File: config.mk
export PLATFORM = sky130hd
export DESIGN_NAME = board_scan_driver
export DESIGN_NICKNAME = d
export VERILOG_FILES = /design/src/rtl/board_scan_driver.sv
export SDC_FILE = /design/constraint.sdc
export NUM_CORES = 1
export LEC_CHECK = 0
export ABC_AREA = 0
export BUFFER_PORTS_ARGS = -buffer_cell sky130_fd_sc_hd__buf_2
export CORE_ASPECT_RATIO = 1.1
export CORE_MARGIN = 2
export CORE_UTILIZATION = 45
export CTS_CLUSTER_DIAMETER = 100
export DETAILED_ROUTE_END_ITERATION = 6
export SYNTH_ARGS = -nofsm -noshare
export SYNTH_HDL_FRONTEND = slang
export SYNTH_SLANG_ARGS = --single-unit
File: constraint.sdc
create_clock -name clk -period 4.7 [get_ports clk]
set_input_delay 0.47 -clock clk [delete_from_list [all_inputs] [get_ports clk]]
set_output_delay 0.47 -clock clk [all_outputs]
set_load 0.01 [all_outputs]
File: src/rtl/board_scan_driver.sv
// Connect-4 LED matrix scanner: snapshots the board at frame boundaries and
// multiplexes it onto a 6x7 bicolour matrix, blinking the winning line after game over.
module board_scan_driver #(
  parameter int TICKS_PER_ROW = 1000,
  parameter int BLINK_FRAMES  = 32
) (
  input  logic        clk,
  input  logic        reset,
  input  logic        load,
  input  logic [41:0] occupied,
  input  logic [41:0] owner,
  input  logic [41:0] win_mask,
  input  logic        game_over,
  output logic [5:0]  row_sel,
  output logic [6:0]  red_col,
  output logic [6:0]  grn_col,
  output logic        frame_start,
  output logic        blink_phase
);

  localparam int TW = $clog2(TICKS_PER_ROW);
  localparam int FW = (BLINK_FRAMES > 1) ? $clog2(BLINK_FRAMES) : 1;
  localparam logic [TW-1:0] TICK_LAST  = TW'(TICKS_PER_ROW - 1);
  localparam logic [FW-1:0] FRAME_LAST = FW'(BLINK_FRAMES - 1);

  typedef enum logic {ST_BLANK, ST_DRIVE} state_e;

  state_e          state_q, state_d;
  logic [TW-1:0]   tick_q, tick_d;
  logic [2:0]      row_q, row_d;
  logic [FW-1:0]   frame_q, frame_d;
  logic            blink_q, blink_d;
  logic            pend_vld_q, pend_vld_d;
  logic [41:0]     pend_occ_q, pend_occ_d, pend_own_q, pend_own_d, pend_win_q, pend_win_d;
  logic [41:0]     sh_occ_q, sh_occ_d, sh_own_q, sh_own_d, sh_win_q, sh_win_d;
  logic [5:0]      row_sel_q, row_sel_d;
  logic [6:0]      red_q, red_d, grn_q, grn_d;
  logic            fstart_q, fstart_d;
  logic            tick_wrap, row_wrap, frame_wrap;
  logic [6:0]      occ_row, own_row, win_row, on_row;

  always_comb begin
    tick_wrap  = (tick_q == TICK_LAST);
    row_wrap   = tick_wrap && (row_q == 3'd5);
    frame_wrap = row_wrap && (frame_q == FRAME_LAST);

    tick_d  = tick_wrap ? '0 : tick_q + 1'b1;
    row_d   = row_wrap ? 3'd0 : (tick_wrap ? row_q + 3'd1 : row_q);
    frame_d = frame_wrap ? '0 : (row_wrap ? frame_q + 1'b1 : frame_q);
    blink_d = blink_q ^ frame_wrap;

    pend_vld_d = pend_vld_q;
    pend_occ_d = pend_occ_q;
    pend_own_d = pend_own_q;
    pend_win_d = pend_win_q;
    sh_occ_d   = sh_occ_q;
    sh_own_d   = sh_own_q;
    sh_win_d   = sh_win_q;
    // A load coinciding with the frame edge bypasses the pending stage
    if (row_wrap) begin
      pend_vld_d = 1'b0;
      if (load) begin
        sh_occ_d = occupied;
        sh_own_d = owner;
        sh_win_d = win_mask;
      end else if (pend_vld_q) begin
        sh_occ_d = pend_occ_q;
        sh_own_d = pend_own_q;
        sh_win_d = pend_win_q;
      end
    end else if (load) begin
      pend_vld_d = 1'b1;
      pend_occ_d = occupied;
      pend_own_d = owner;
      pend_win_d = win_mask;
    end

    state_d = (tick_d >= TW'(2)) ? ST_DRIVE : ST_BLANK;

    // Outputs are computed from next state so the registers line up with (row, tick)
    occ_row = 7'(sh_occ_d >> (7 * row_d));
    own_row = 7'(sh_own_d >> (7 * row_d));
    win_row = 7'(sh_win_d >> (7 * row_d));
    on_row  = occ_row & ~({7{game_over & blink_d}} & win_row);

    row_sel_d = '0;
    red_d     = '0;
    grn_d     = '0;
    if (state_d == ST_DRIVE) begin
      row_sel_d = 6'd1 << row_d;
      red_d     = on_row & ~own_row;
      grn_d     = on_row & own_row;
    end
    fstart_d = (row_d == 3'd0) && (tick_d == '0);
  end

  always_ff @(posedge clk or negedge reset) begin
    if (!reset) begin
      state_q    <= ST_BLANK;
      tick_q     <= '0;
      row_q      <= '0;
      frame_q    <= '0;
      blink_q    <= 1'b0;
      pend_vld_q <= 1'b0;
      pend_occ_q <= '0;
      pend_own_q <= '0;
      pend_win_q <= '0;
      sh_occ_q   <= '0;
      sh_own_q   <= '0;
      sh_win_q   <= '0;
      row_sel_q  <= '0;
      red_q      <= '0;
      grn_q      <= '0;
      fstart_q   <= 1'b1;
    end else begin
      state_q    <= state_d;
      tick_q     <= tick_d;
      row_q      <= row_d;
      frame_q    <= frame_d;
      blink_q    <= blink_d;
      pend_vld_q <= pend_vld_d;
      pend_occ_q <= pend_occ_d;
      pend_own_q <= pend_own_d;
      pend_win_q <= pend_win_d;
      sh_occ_q   <= sh_occ_d;
      sh_own_q   <= sh_own_d;
      sh_win_q   <= sh_win_d;
      row_sel_q  <= row_sel_d;
      red_q      <= red_d;
      grn_q      <= grn_d;
      fstart_q   <= fstart_d;
    end
  end

  assign row_sel     = row_sel_q;
  assign red_col     = red_q;
  assign grn_col     = grn_q;
  assign frame_start = fstart_q;
  assign blink_phase = blink_q;

endmodule

==> impl_metrics.yaml <==
layout:
  final_nets: 1487
  layout-drive-gt1-share_pct: 29.55
  final_cell_area_um2: 16120
  n_antenna_cell: 0
  area_growth_pct: 15.23
  nFillCells: 2770
power_and_ir_drop:
  powerDensity_nw_per_um2: 345.6
  ir_drop_v: 0.0002896
  finalPower_mw: 5.572
  p_leak_nw: 7.134
critical_path:
  required_ns: 5.18
  start_kind: "flip-flop"
  regToRegSetupSlack_ns: 0.70
  path_delay_family: "simple AND/OR/NAND/NOR gates"
  cpPeakStageDelay_ns: 0.79
  crit_slowest_cell: "or3_4"
  crit_chain: "or3b_1 > or3_4 > buf_12 > o32a_1 > o221ai_1 > o21ai_0 > nor4_1 > a21oi_1 > nor2b_1"
  arrival_ns: 4.49
  end_kind: "flip-flop"
  crit_type: "flip-flop to flip-flop"
  worst-path-buf-inv: 1
  cp_max_fo: 56
synth:
  yosysMostFrequentCell: "dfrtp_1"
  yosysSeqAreaShare_pct: 52.41
  synth-main-ff-cell: "dfrtp_1"
  synth_nets: 1367
  synth.distinct_cells: 68
  synth_compound_area_share_pct: 20.18
  synthMuxAreaShare_pct: 11.92
  synthesis.area_um2: 13990
  avgSynthCellArea_um2: 11.37
  synth_top_family_by_area: "compound AO/OA/AOI/OAI gates"
  synth_top_area_cell: "dfrtp_1"
  synthCells: 1230
  synthTopCellsByCount: "dfrtp_1 (292), mux2_2 (128), o22ai_1 (81)"
  synth_seq_cells: 293
  yosys.area.top_type_share_pct: 52.23
  synth_edf_count: 0
  synthXorXnorAreaFrac_pct: 0.3756
  async_flop_share_pct: 100.0
  ys_top_cells_by_area: "dfrtp_1 (52%), mux2_2 (10%), o22ai_1 (3.6%)"
  synth_simple_gate_area_share_pct: 9.980
  synthAdderAreaFrac_pct: 0.6260
  yosys_warnings: 0
floorplan:
  die_h_um: 188.9
  dieArea_um2: 32520
  rows: 67
  start_util_pct: 45.85
  coreArea_um2: 30510
  fp.dieW_um: 172.1
  ios: 152
sta:
  setup_ws_ns: 0.6974
  hold_violations: 19
  setup_viol: 0
  min_period_ns: 4.003
  hold_ws_ns: -0.02627
  finalSetupTns_ns: 0
  max_freq_mhz: 249.8
  max-slew-margin-rel_pct: 31.35
  skew_ns: 0.01319
  drv_slew: 0
  period_share_pct: 85.16
  rsz0062_at_grt: "false"
  tightest_slew_ns: 1.029
global_routing:
  track_usage_pct: 24.67
  antenna_found_initial: 2
  grt_pass1_wl_um: 62270
  grt_max_degree: 103
  overflow: 0
  grt_pass1_vias: 10730
outcome:
  violations: "negative hold slack"
  status: "finished with violations"
detailed_routing:
  totalWireLength_um: 39720
  vias: 10760
  via_per_inst: 6.017
  wl_per_cell_um: 22.22
  drt_first_pass_iters: 5
  drtAntennaViolNets: 0
  drtIter0Drc: 817
  drcViolationCount: 0
clock_network:
  cts_root_buf: "clkbuf_16"
  hold_buffers: 0
  cts_buffers: 31
  cts_post_setup_buffers_inserted: 0
  htree_levels: 1
  clkTransAtPathRegs_ns: 0.06
  cts_tree: "built"
  cts_sinks: 293
  ctsResizeCount: 0
  clockBufferDepth: 3
  clk_latency_ns: 0.55
placed_design:
  gp_congestion: 0.8242
  dpl-instance-area_um2: 15100
  pre_cts_ws_ns: 0.8357
  port_buffers: 151
  dp_hpwl_um: 25850
worst_hold_path:
  hold_class: "input pin to async pin"
flow_run:
  drv_cap: 0
-- kinds of logic (layout without fill, tap and decap cells) --
| group | count (synthesis) | in the layout |
|---|---|---|
| compound gates | 398 | 398 |
| xor+xnor | 6 | 6 |
| fa+ha+maj | 7 | 7 |
| buf+inv | 116 | 260 |
| flops | 293 | 293 |
| mux | 148 | 148 |
| simple gates | 262 | 262 |
-- layer usage --
metal / vias up / global-route usage [%] / share of wire, %
met4: 4 / 8.824 / 3.5
met1: 5425 / 35.75 / 44
met3: 77 / 3.930 / 5.9
li1: 4919 / - / -
met2: 333 / 37.64 / 47
met5: - / 0 / 0.068
-- per-stage QoR --
step / hold WS, ns / util (%) / instances
global placement: 0.4386 / 49.49 / 1731
floorplan: 0.1744 / - / 1230
CTS: 0.003406 / 52.83 / 1788
global route: 0.01786 / 52.83 / 1788
finish: -0.02627 / 52.83 / 1788
detailed placement: 0.4520 / 49.49 / 1731
-- cell usage in the layout (no fill, tap or decap), types with 8 or more instances in the layout --
cell | netlist | routed
a21oi_1 | 68 | 68
o21ai_0 | 68 | 68
inv_1 | 18 | 17
nor4_1 | 9 | 9
or3_1 | 29 | 29
clkbuf_8 | 0 | 11
a22o_1 | 8 | 8
buf_2 | 39 | 150
o221ai_1 | 8 | 8
mux2_2 | 128 | 128
nor2_1 | 72 | 71
a22oi_1 | 45 | 45
mux2i_1 | 17 | 16
dfrtp_1 | 292 | 291
buf_12 | 0 | 8
nor2b_1 | 8 | 8
clkbuf_1 | 34 | 8
nand2b_1 | 24 | 24
o32ai_1 | 29 | 29
o22ai_1 | 81 | 81
buf_4 | 11 | 26
clkbuf_16 | 0 | 31
nand2_1 | 71 | 70
nand3_1 | 11 | 11
a32oi_1 | 35 | 35
-- worst reg2reg max path, stage by stage (launching register included) --
cell and delay (ns):
dfrtp_1 0.56, or3b_1 0.74, or3_4 0.79, buf_12 0.30
o32a_1 0.38, o221ai_1 0.12, o21ai_0 0.18, nor4_1 0.58
a21oi_1 0.16, nor2b_1 0.14
-- final timing paths --
check | startpoint | to | cells after the start
max in group asynchronous | reset | pend_vld_q | 2
max reg2reg | tick_q[4] | grn_col[2] | 9
min | reset | pend_win_q[22] | 1
min reg2reg | sh_occ_q[27] | sh_occ_q[27] | 2
max | tick_q[4] | grn_col[2] | 9
min in group clk | occupied[0] | pend_occ_q[0] | 2
-- area by class of cell --
| class | instances | area (um^2) | share of cell area (%) |
|---|---|---|---|
| clock inverter | 7 | 63.81 | 0.3958 |
| multi-input combinational | 821 | 6060 | 37.59 |
| timing repair buffer | 185 | 1121 | 6.954 |
| inverter | 18 | 67.56 | 0.4191 |
| tap | 414 | 518.0 | 3.213 |
| sequential | 293 | 7335 | 45.49 |
| clock buffer | 50 | 957.2 | 5.937 |
-- sequential cells by signal (all words and copies together), names as in the netlist, 6 cells and up --
register and flops:
pend_own_q 42, sh_own_q 42, sh_win_q 42, red_col 7, grn_col 7, pend_win_q 42, tick_q 10, row_sel 6
sh_occ_q 42, pend_occ_q 42
-- report_power, final --
part	switching (mW)	total [mW]	leakage [nW]	internal, mW
Sequential	0.0676	2.73	3.70	2.67
Combinational	0.208	0.395	2.92	0.186
Clock	1.01	2.44	0.509	1.44
Power figures use the tool's default switching activity.
